**src/rtl/proc_pkg.sv**
```systemverilog
// proc_pkg: shared datapath widths and register-file types
package proc_pkg;
  localparam int DATA_W = 16;
  localparam int RF_DEPTH = 16;
  typedef logic [DATA_W-1:0] word_t;
  typedef logic [$clog2(RF_DEPTH)-1:0] rf_addr_t;
endpackage

```
**src/rtl/mux_nw_n_to_1.sv**
```systemverilog
// mux_nw_n_to_1: combinational N-way word select, zero when select is out of range
module mux_nw_n_to_1 #(
  parameter int WIDTH = 16,
  parameter int N = 16,
  localparam int SW = $clog2(N)
) (
  input  logic [WIDTH-1:0] d [N],
  input  logic [SW-1:0]    sel,
  output logic [WIDTH-1:0] y
);
  always_comb y = 32'(sel) < N ? d[sel] : '0;
endmodule

```
**src/rtl/reg_file_2r1w.sv**
```systemverilog
// reg_file_2r1w: one write port, two registered read ports with optional bypass and zero register
module reg_file_2r1w
  import proc_pkg::*;
#(
  parameter int WIDTH = DATA_W,
  parameter int DEPTH = RF_DEPTH,
  parameter int BYPASS = 1,
  parameter int ZERO_REG = 0,
  localparam int ADDR_W = $clog2(DEPTH)
) (
  input  logic              clk,
  input  logic              reset,
  input  logic              w_en,
  input  logic [ADDR_W-1:0] w_addr,
  input  logic [WIDTH-1:0]  w_data,
  input  logic              ra_en,
  input  logic [ADDR_W-1:0] ra_addr,
  output logic [WIDTH-1:0]  ra_data,
  output logic              ra_valid,
  input  logic              rb_en,
  input  logic [ADDR_W-1:0] rb_addr,
  output logic [WIDTH-1:0]  rb_data,
  output logic              rb_valid
);
  logic [WIDTH-1:0] mem [DEPTH];
  logic [WIDTH-1:0] ma, mb, sa, sb;
  logic w_ok;
  mux_nw_n_to_1 #(.WIDTH(WIDTH), .N(DEPTH)) u_mux_a (.d(mem), .sel(ra_addr), .y(ma));
  mux_nw_n_to_1 #(.WIDTH(WIDTH), .N(DEPTH)) u_mux_b (.d(mem), .sel(rb_addr), .y(mb));
  // w_ok already excludes out-of-range and zero-register writes, so bypass never overrides them
  always_comb begin
    w_ok = w_en && 32'(w_addr) < DEPTH && !(ZERO_REG != 0 && w_addr == '0);
    sa = (ZERO_REG != 0 && ra_addr == '0) ? '0 : (BYPASS != 0 && w_ok && w_addr == ra_addr) ? w_data : ma;
    sb = (ZERO_REG != 0 && rb_addr == '0) ? '0 : (BYPASS != 0 && w_ok && w_addr == rb_addr) ? w_data : mb;
  end
  always_ff @(posedge clk or posedge reset) begin
    if (reset) begin
      for (int i = 0; i < DEPTH; i++) mem[i] <= '0;
      ra_data <= '0;
      rb_data <= '0;
      ra_valid <= 1'b0;
      rb_valid <= 1'b0;
    end else begin
      if (w_ok) mem[w_addr] <= w_data;
      if (ra_en) ra_data <= sa;
      if (rb_en) rb_data <= sb;
      ra_valid <= ra_en;
      rb_valid <= rb_en;
    end
  end
endmodule

```
**config.mk**
```make
export PLATFORM = sky130hd
export DESIGN_NAME = reg_file_2r1w
export DESIGN_NICKNAME = d
export VERILOG_FILES = /design/src/rtl/proc_pkg.sv /design/src/rtl/mux_nw_n_to_1.sv /design/src/rtl/reg_file_2r1w.sv
export SDC_FILE = /design/constraint.sdc
export NUM_CORES = 1
export LEC_CHECK = 0
export BUFFER_PORTS_ARGS = -buffer_cell sky130_fd_sc_hd__buf_4
export CORE_UTILIZATION = 32
export DETAILED_ROUTE_END_ITERATION = 10
export GPL_TIMING_DRIVEN = 0
export PLACE_DENSITY = 0.58
export REMOVE_ABC_BUFFERS = 1
export SYNTH_ARGS = -nofsm -noshare
export SYNTH_HDL_FRONTEND = slang
export SYNTH_HIERARCHICAL = 1
export SYNTH_SLANG_ARGS = --single-unit
```
**constraint.sdc**
```tcl
create_clock -name clk -period 9.6 [get_ports clk]
set_input_delay 0.96 -clock clk [delete_from_list [all_inputs] [get_ports clk]]
set_output_delay 0.96 -clock clk [all_outputs]
set_load 0.005 [all_outputs]
```
# [Word-level counts from Yosys, hierarchy flattened]
# Index checks and enable logic that the tools add are counted.
# W data, S select, Z words.
[totals] regBits=290 input_bits=33 out_inout_bits=34 word_cells=43
[op_classes] magnitude_cmp=4 eq_ne=2 mux=11 n_bitwise=3 reduce_logical=3
[ops] operator="$bwmux W256" count=1
[ops] operator="$bmux W16 S4" count=2
[ops] operator="$mux W16" count=7
[ops] operator="$demux W16 S4" count=1
[ops] operator="$ge A5 B5 Y1 const B" count=3
[ops] operator="$not A4 Y5" count=3
[ops] operator="$eq A4 B4 Y1" count=2
[ops] operator="$lt A5 B1 Y1 const B" count=1
[ops] operator="$logic_and A1 B1 Y1" count=3

# [Logic depth before layout (Yosys ltp)]
# Gate-level depths: netlist of the first run.
[logic_depth] depth_word=6 depth_mapped=7 mapped_depth_nobuf=5

# [Cells and area by module]
# Netlist of the first run, hierarchy kept.
[modules_own_cells] module="reg_file_2r1w" instances=1 cells_per_inst=784 area_each_um2=11393.4 seq_area_each_um2=7257.0
[modules_own_cells] module="mux_nw_n_to_1" instances=2 cells_per_inst=137 area_each_um2=1933.1 seq_area_each_um2=0.0

# [Worst setup path before layout of the first run]
# No wires, ideal clock.
[synth_timing] kind="input-to-reg" from="input port w_addr[0]" to="register mem[80] in the netlist's numbering" setup_time_ns=0.125 arrival_ns=2.266 t_required_ns=9.475 slack_ns=7.209 stages=5 n_path_buf=2 cell_sequence="buf_2 nand2b_1 nor2_1 buf_2 mux2_2"
[synth_between] elab_chain_cells=6 word_cells_on_any_way=7 cone_classes="order compare: 2; mux: 3; bitwise: 1; reduce/logical: 1"
[synth_lines] item="from (decl)" line="reg_file_2r1w.sv:14" text="input logic [ADDR_W-1:0] w_addr,"
[synth_lines] item="$not A4 Y5 (not written as such) *" line="reg_file_2r1w.sv:44" text="if (w_ok) mem[w_addr] <= w_data;"
[synth_lines] item="$ge A5 B5 Y1 (not written as such) or $lt A5 B1 Y1 (tied branches)" line="reg_file_2r1w.sv:44"
[synth_lines] item="$logic_and A1 B1 Y1 (not written as such)" line="reg_file_2r1w.sv:44"
[synth_lines] item="$mux W16 (not written as such)" line="reg_file_2r1w.sv:44"
[synth_lines] item="$demux W16 S4 *" line="reg_file_2r1w.sv:44"
[synth_lines] item="$bwmux W256 *" line="reg_file_2r1w.sv:44"
[synth_lines] item="to (signal, indexed assignment)" line="reg_file_2r1w.sv:44"
[synth_lines] item="to (decl)" line="reg_file_2r1w.sv:25" text="logic [WIDTH-1:0] mem [DEPTH];"
# Every way passes the cells marked *; elsewhere a longest branch is shown, timed or not.
# A chain may end at the register's enable or synchronous reset.

# [Worst setup path in the final report of the first run]
[layout_timing] from="input port ra_addr[1]" to="register ra_data[10]"
[layout_between] elab_chain_cells=5 word_cells_on_any_way=7 cone_classes="eq/ne: 1; mux: 4; bitwise: 1; reduce/logical: 1"
[layout_lines] item="from (decl)" line="reg_file_2r1w.sv:17" text="input logic [ADDR_W-1:0] ra_addr,"
[layout_lines] item="$not A4 Y5 (not written as such)" line="mux_nw_n_to_1.sv:11" text="always_comb y = 32'(sel) < N ? d[sel] : '0;"
[layout_lines] item="$bmux W16 S4" line="mux_nw_n_to_1.sv:11"
[layout_lines] item="$mux W16 (not written as such) (2 in a row)" line="mux_nw_n_to_1.sv:11"
[layout_lines] item="$mux W16 *" line="reg_file_2r1w.sv:33" text="sa = (ZERO_REG != 0 && ra_addr == '0) ? '0 : (BYPASS != 0 && w_ok && w_addr == ra_addr) ? w_data : ma;"
[layout_lines] item="to (signal assigned)" line="reg_file_2r1w.sv:39" text="ra_data <= '0;"
[layout_lines] item="to (signal assigned)" line="reg_file_2r1w.sv:45" text="if (ra_en) ra_data <= sa;"
[layout_lines] item="to (decl)" line="reg_file_2r1w.sv:18" text="output logic [WIDTH-1:0] ra_data,"
# Every way passes the cells marked *; elsewhere a longest branch is shown, timed or not. The select of a mux whose other input is x is not followed.

==> reports/results.tsv, run 1 <==
stage	metric	value	unit
pwr	clock share of power	32.5	%
timing	setup ws final	6.56	ns
clocking	Clk Latency, worst-skew pair	0.58	ns
timing	Max Freq	329	MHz
critical_path	CP max FO	65	
route	Via density	5.74	
synth	mux contribution to synthesized area	38.3	%
timing	worst-margin pin slew	1.37	ns
timing	clk_skew	0.0266	ns
route	Detailed Route WL	43.5	mm
synth	compound-gate portion of the synthesized area	5.51	%
die	die height	220	um
timing	Final setup violation count	0	
synth	EDFF count, synth	0	
synth	Primary FF master, synth	dfrtp_1	
route	initial drt markers	751	
cells_and_area	Final Net Count	1108	
pwr	Leakage	7.10	nW
grt	first-pass GRT wire length	65.6	mm
pwr	switching share of power	26.8	%
hold_path	Hold Path End	mem[224]	
clocking	cts bufs inserted	31	
synth	Synth Instances	1058	
clocking	CTS Hold Bufs	0	
placement	pre-CTS WS	5.51	ns
pwr	Flop pwr share	45.4	%
placement	gpl congestion	0.742	
synth	Synth cell types	27	
die	I/O pin count	67	
die	Die Wd	220	um
clocking	clk slew on worst S/H paths	0.06	ns
status	violated checks	design-rule violations	
critical_path	Setup crit start kind	primary input	
hold_path	worst min path class	reg -> reg	
timing	RSZ-0062 raised after global routing	false	
clocking	CTS sink count	290	
pwr	Pwr Density	213	mW/mm^2
synth	post-synth top area share	47.6	%
synth	Syn Area/Cell	14.4	um^2
placement	# port buffers	66	
clocking	root buf cell	clkbuf_16	
synth	synthesized-area fraction occupied by adder cells	0	%
synth	number of synthesized register bits	290	
grt	pin count of the biggest net entering global routing	100	
synth	fraction of registers with async set/reset	100	%
cells_and_area	diode count	0	
synth	post-synthesis sequential area ratio	47.6	%
critical_path	CP Class	in -> reg	
clocking	Clock H-tree levels	1	
die	starting density of the core	32.6	%
synth	synth top area cells	dfrtp_1 (48%), mux2_2 (19%), mux4_2 (16%)	
clocking	Resize count post-CTS	0	
critical_path	CP Capture Type	register	
timing	Tmin final	3.04	ns
pwr	P_sw	0.996	mW
critical_path	Critical Path RT	10.08	ns
route	via count	9794	
die	row cnt	79	
grt	Remaining Overflow, GRT	0	
job	total of max-cap violations	0	
hold_path	WHS Path Cells	1	
placement	Post-Place Cells	1649	
critical_path	FF-to-FF Start	mem[201]	
timing	count of pins over their slew limit	0	
synth	Post-Syn Area	0.0153	mm^2
cells_and_area	share of cells above drive strength 1	47.2	%
timing	Final Cycle Share	31.6	%
clocking	CTS tree	done	
grt	Total GRT Usage	18.3	%
grt	vias in the first global route	10328	
synth	xor/xnor cell area share of the yosys netlist	0.459	%
grt	global route hottest layer	met2	
pwr	Combinational Power Share	22.1	%
placement	Final HPWL DP	25.2	mm
route	remaining antenna violation count	0	
route	first drt pass iteration count	8	
die	die area	0.0486	mm^2
timing	Fin. Hold Viols	0	
cells_and_area	area grow syn2layout	14.1	%
hold_path	Min-Delay Startpoint	mem[224]	
timing	setup_tns	0	ns
cells_and_area	Util after Layout	37.2	%
status	status	complete, but fails checks	
route	Wirelength per Cell	25.5	um
clocking	clk buf depth	3	
synth	simple logic cell fraction of the synthesized area	4.69	%
critical_path	r2r worst-path depth	5	
grt	GR Util met3	3.35	%
route	DRC	6	
cells_and_area	Post-Layout Cell Count	1706	
cells_and_area	fill count	4425	
pwr	Int Pwr	2.72	mW
clocking	buffers inserted by post-CTS timing repair	0	
die	core area	0.0468	mm^2
synth	combinational family with the most area after synthesis	multiplexers	
critical_path	WP data arrival	3.51	ns
grt	met2 global-route usage	29.1	%
timing	normalized max-slew margin	8.92	%
critical_path	reg-to-reg slack, setup	7.86	ns
critical_path	Reg-to-Reg End	rb_data[9]	
grt	initial antenna violation count	1	
synth	Yosys top cell by area	dfrtp_1	
pwr	VDD IR max	0.103	mV
synth	Synth warnings	6	
synth	most common cell in the netlist	dfrtp_1	
synth	top post-synthesis cells by count	dfrtp_1 (290), mux2_2 (256), mux4_2 (108)	
grt	GR Util met1	25.5	%
[state kept, by name, summed over array words and instances (netlist names)]
signal    flops
mem         256
ra_data      16
rb_data      16
ra_valid      1
rb_valid      1
[power groups by stage]
stage          combinational (mW)  clock (mW)  sequential [mW]
3_3_place_gp                0.788           0             1.68
6_report                    0.820        1.21             1.69
5_1_grt                     0.882        1.29             1.73
3_5_place_dp                0.820           0             1.70
4_1_cts                     0.823        1.24             1.68
2_1_floorplan               0.586           0             1.65
[cell usage in the layout, fill, tap and decap left out, types with 2 or more instances in the layout]
cell         n
clkbuf_16   31
mux4_1      20
nor2_2       9
clkbuf_8    12
nand3b_1     3
clkbuf_1     9
a22oi_1     64
nor2_1      33
or3_1       34
buf_6        3
buf_4       65
mux2_2     256
dfrtp_1    290
buf_16       6
o21ai_0     32
nand2_1     50
xor2_2       2
mux4_2     108
a31oi_1     32
nor2_4       2
nor2b_2      4
nand2b_1     3
nand3_2      2
clkinv_2     3
xnor2_1      6
buf_8        9
and2_1       2
[worst max-delay path, cell delays in order]
cell     delay [ns]
buf_4          0.80
xnor2_1        0.22
nand3_2        0.69
or3_1          0.62
a31oi_1        0.16
[logic make-up (layout without fill, tap and decap cells)]
| family | Yosys count | count (layout) |
|---|---|---|
| compound gates | 128 | 128 |
| xor+xnor | 8 | 8 |
| buf+inv | 100 | 141 |
| flops | 290 | 290 |
| mux | 384 | 384 |
| simple gates | 148 | 148 |
[through the flow]
stage / power (mW) / instance area [um^2] / hold WS [ns]
2_1_floorplan: 2.23 / 14700 / 0.485
3_3_place_gp: 2.47 / 16000 / 0.495
3_5_place_dp: 2.52 / 16400 / 0.504
4_1_cts: 3.74 / 17400 / 0.518
5_1_grt: 3.90 / 17400 / 0.535
6_report: 3.71 / 17400 / 0.514
[final cells by class]
class | instances | area (um^2) | share of cell area [%]
multi-input cells | 668 | 7530 | 43.3
clock inverters | 5 | 53.8 | 0.309
clock buffers | 52 | 975 | 5.60
inverters | 1 | 11.3 | 0.0647
well taps | 607 | 759 | 4.36
repair buffers | 83 | 822 | 4.72
flip-flops and latches | 290 | 7260 | 41.7
[per-layer routing]
layer  up-vias  share of wire, %
met2       333                46
met5         -                 0
li1       4131                 -
met1      5254                45
met4         0               2.8
met3        76               5.9
[worst max-delay path by stage]
stage / from / endpoint / slack, ns / depth (start not counted)
floorplan: reset / mem[0] / 0.63 / 1
global placement: reset / mem[230] / -2.84 / 2
finish: ra_addr[1] / ra_data[10] / 6.56 / 5
global route: ra_addr[1] / ra_data[12] / 6.44 / 5
CTS: ra_addr[1] / ra_data[10] / 6.11 / 5
detailed placement: rb_addr[1] / rb_data[11] / 5.51 / 5
(Power assumes the default switching activity.)
==> inputs of run 2 (changes only) <==
--- a/config.mk
+++ b/config.mk
@@ -5,11 +5,12 @@
 export SDC_FILE = /design/constraint.sdc
 export NUM_CORES = 1
 export LEC_CHECK = 0
+export ABC_AREA = 1
 export BUFFER_PORTS_ARGS = -buffer_cell sky130_fd_sc_hd__buf_4
 export CORE_UTILIZATION = 32
 export DETAILED_ROUTE_END_ITERATION = 10
 export GPL_TIMING_DRIVEN = 0
-export PLACE_DENSITY = 0.58
+export PLACE_DENSITY = 0.59
 export REMOVE_ABC_BUFFERS = 1
 export SYNTH_ARGS = -nofsm -noshare
 export SYNTH_HDL_FRONTEND = slang
==> constraint.sdc (replaced) <==
create_clock -name clk -period 2.55 [get_ports clk]
set_input_delay 0.255 -clock clk [delete_from_list [all_inputs] [get_ports clk]]
set_output_delay 0.255 -clock clk [all_outputs]
set_load 0.005 [all_outputs]
==> reports/results.tsv, run 2 <==
stage	metric	value	unit	change
critical_path	FF-to-FF Start	mem[169]		
synth	post-synth top area share	41.0	%	-6.6 points
grt	first-pass GRT wire length	94.5	mm	+44%
route	Via density	4.94		-14%
critical_path	CP Class	in -> reg		
route	Wirelength per Cell	18.2	um	-29%
clocking	Clk Latency, worst-skew pair	0.53	ns	-0.05 ns
job	total of max-cap violations	0		unchanged
placement	Final HPWL DP	32.8	mm	+30%
cells_and_area	largest registers	mem x256, ra_data x16, rb_data x16		
clocking	cts bufs inserted	34		+9.7%
timing	worst-margin pin slew	1.39	ns	+0.0253 ns
route	remaining antenna violation count	0		unchanged
synth	post-synthesis sequential area ratio	41.0	%	-6.6 points
synth	Synth warnings	6		unchanged
pwr	VDD IR max	0.387	mV	+280%
critical_path	reg-to-reg slack, setup	1.05	ns	-6.81 ns
grt	vias in the first global route	15605		+51%
synth	synthesized-area fraction occupied by adder cells	0	%	unchanged
timing	Tmin final	2.42	ns	
critical_path	CP Capture Type	register		
synth	compound-gate portion of the synthesized area	7.24	%	+1.7 points
critical_path	worst-path cell chain	buf_4 > inv_1 > nand2_1 > nand2_1 > nor2_4 > nand3_4 > nand2_1 > nand3_1 > nand2_1		
cells_and_area	Final Net Count	2682		+140%
grt	Remaining Overflow, GRT	0		unchanged
grt	Total GRT Usage	21.9	%	+3.6 points
clocking	root buf cell	clkbuf_16		
critical_path	CP max FO	67		+3.1%
route	DRC	0		-6
cells_and_area	fill count	5890		+33%
die	I/O pin count	67		unchanged
critical_path	CP bufs+invs	2		+1
clocking	CTS sink count	290		unchanged
placement	Post-Place Cells	3308		+100%
timing	Final Cycle Share	95.0	%	
route	first drt pass iteration count	5		-3
critical_path	Crit path top cell by count	nand2_1		
die	core area	0.0542	mm^2	+16%
route	via count	16655		+70%
cells_and_area	area grow syn2layout	11.3	%	
die	row cnt	85		+7.6%
cells_and_area	Post-Layout Cell Count	3373		+98%
synth	Synth Instances	2714		+160%
synth	fraction of registers with async set/reset	100	%	unchanged
synth	Primary FF master, synth	dfrtp_1		
critical_path	Critical Path RT	3.01	ns	-7.07 ns
synth	simple logic cell fraction of the synthesized area	36.3	%	+32 points
hold_path	Min-Delay Startpoint	rb_en		
placement	# port buffers	66		unchanged
route	initial drt markers	1650		+120%
timing	Final setup violation count	0		unchanged
synth	mux contribution to synthesized area	0	%	-38 points
synth	number of synthesized register bits	290		unchanged
synth	Syn Area/Cell	6.52	um^2	-55%
timing	normalized max-slew margin	7.01	%	-1.9 points
synth	top post-synthesis cells by count	nand2_1 (991), inv_1 (450), nand3_1 (420)		
cells_and_area	most common cell after layout, fill and taps aside	nand2_1		
clocking	buffers inserted by post-CTS timing repair	0		unchanged
critical_path	Top Family by Delay on Critical Path	simple AND/OR/NAND/NOR gates		
timing	RSZ-0062 raised after global routing	false		
pwr	Leakage	10.6	nW	+49%
cells_and_area	most frequent cells in the layout	nand2_1 (984), inv_1 (447), nand3_1 (416), dfrtp_1 (290), o21ai_0 (124)		
timing	Max Freq	413	MHz	
cells_and_area	Top reg by flops	mem		
route	Detailed Route WL	61.4	mm	+41%
synth	EDFF count, synth	0		unchanged
synth	Post-Syn Area	0.0177	mm^2	+16%
pwr	Pwr Density	752	mW/mm^2	+250%
synth	Yosys top cell by area	dfrtp_1		
critical_path	CP max stage cell	buf_4		
timing	Fin. Hold Viols	0		unchanged
status	status	completed		
clocking	CTS tree	done		
placement	gpl congestion	0.806		+8.7%
clocking	clk buf depth	3		unchanged
critical_path	Largest stage delay, worst path	0.79	ns	about the same
clocking	clk slew on worst S/H paths	0.06	ns	about the same
clocking	Clock H-tree levels	2		+1
timing	count of pins over their slew limit	0		unchanged
synth	synth top area cells	dfrtp_1 (41%), nand2_1 (21%), nand3_1 (12%)		
timing	hold_ws	0.0463	ns	-0.467 ns
critical_path	critical path startpoint	rb_addr[1]		
cells_and_area	max FFs per register	256		unchanged
die	starting density of the core	32.6	%	about the same
synth	most common cell in the netlist	nand2_1		
critical_path	WP data arrival	2.88	ns	-0.63 ns
die	Die Wd	237	um	+7.7%
hold_path	worst min path class	in -> reg		
timing	clk_skew	0.0167	ns	-0.00990 ns
synth	combinational family with the most area after synthesis	simple AND/OR/NAND/NOR gates		
cells_and_area	share of cells above drive strength 1	6.58	%	-41 points
grt	initial antenna violation count	2		+1
die	die height	237	um	+7.7%
critical_path	Setup crit start kind	primary input		
synth	xor/xnor cell area share of the yosys netlist	0	%	-0.46 points
synth	Synth cell types	21		-22%
die	die area	0.0563	mm^2	+16%
grt	pin count of the biggest net entering global routing	116		+16%
[run 2: cell types whose count changed after synthesis, moves of 33 or more]
cell,change
a21oi_1,+64
a22oi_1,-64
buf_4,+38
inv_1,+449
mux2_2,-256
mux4_2,-108
nand2_1,+941
nand3_1,+417
nor2_1,+33
o21ai_0,+92
o21ai_1,+68
or3_1,-34
[run 2: report_power, final]
group | switching [mW] | leakage [nW] | internal, mW | total (mW)
Clock | 2.07 | 0.585 | 3.08 | 5.15
Sequential | 0.707 | 3.59 | 5.55 | 6.26
Combinational | 2.12 | 6.38 | 1.29 | 3.41
Total | 4.90 | 10.6 | 9.92 | 14.8
[run 2: path summary, 6_finish.rpt]
path,cells after the start,to
max reg2reg,10,ra_data[9]
max in group asynchronous,5,mem[125]
min,1,rb_valid
min in group asynchronous,3,mem[185]
min reg2reg,2,ra_data[11]
max,9,rb_data[5]
[run 2: per-stage QoR]
step	setup WS [ns]	utilization (%)	total power, mW	setup TNS [ns]	area (um^2)
after detailed placement	-0.776	34.1	9.70	-18.42	18500
after global placement	-9.60	33.3	9.61	-2871.69	18100
after global routing	0.0865	36.3	15.8	0	19700
after CTS	0.181	36.3	14.9	0	19700
after floorplan	-5.71	-	8.55	-1656.11	16700
final	0.129	36.3	14.8	0	19700
[run 2: timing repair]
| item | CTS | global route |
|---|---|---|
| gates resized for setup | 2 | 0 |
| hold buffers | 1 | 0 |
| endpoints found under the setup margin | 23 | 0 |
| endpoints found under the hold margin | 114 | 0 |
[run 2: layer usage]
layer / part of all wire, % / routed length, um / GRT usage [%]
met1: 43 / 26500 / 29.7
met2: 45 / 27700 / 34.9
met3: 8.2 / 5020 / 3.50
met4: 3.5 / 2150 / 8.66
met5: 0 / 0 / 0
[run 2: cell type report]
cell class              count  area (um^2)  area share, %
well taps                 696          871           4.42
inverters                 459         1750           8.86
repair buffers             82          871           4.42
flip-flops and latches    290         7260           36.8
clock inverters            14          129          0.654
clock buffers              48         1050           5.31
multi-input cells        1782         7780           39.5
diodes                      2         5.00         0.0254
[run 2: logic make-up after synthesis]
logic type / count (synthesis)
AOI/OAI and AO/OA: 256
buffers and inverters: 642
and+or+nand+nor: 1526
DFF: 290
[run 2: worst register-to-register path, delay by kind of cell, from the launching register on]
| kind | cells | cell delay (ns) |
|---|---|---|
| AND/OR/NAND/NOR | 8 | 0.87 |
| flip-flops | 1 | 0.39 |
| buffers and inverters | 2 | 0.13 |
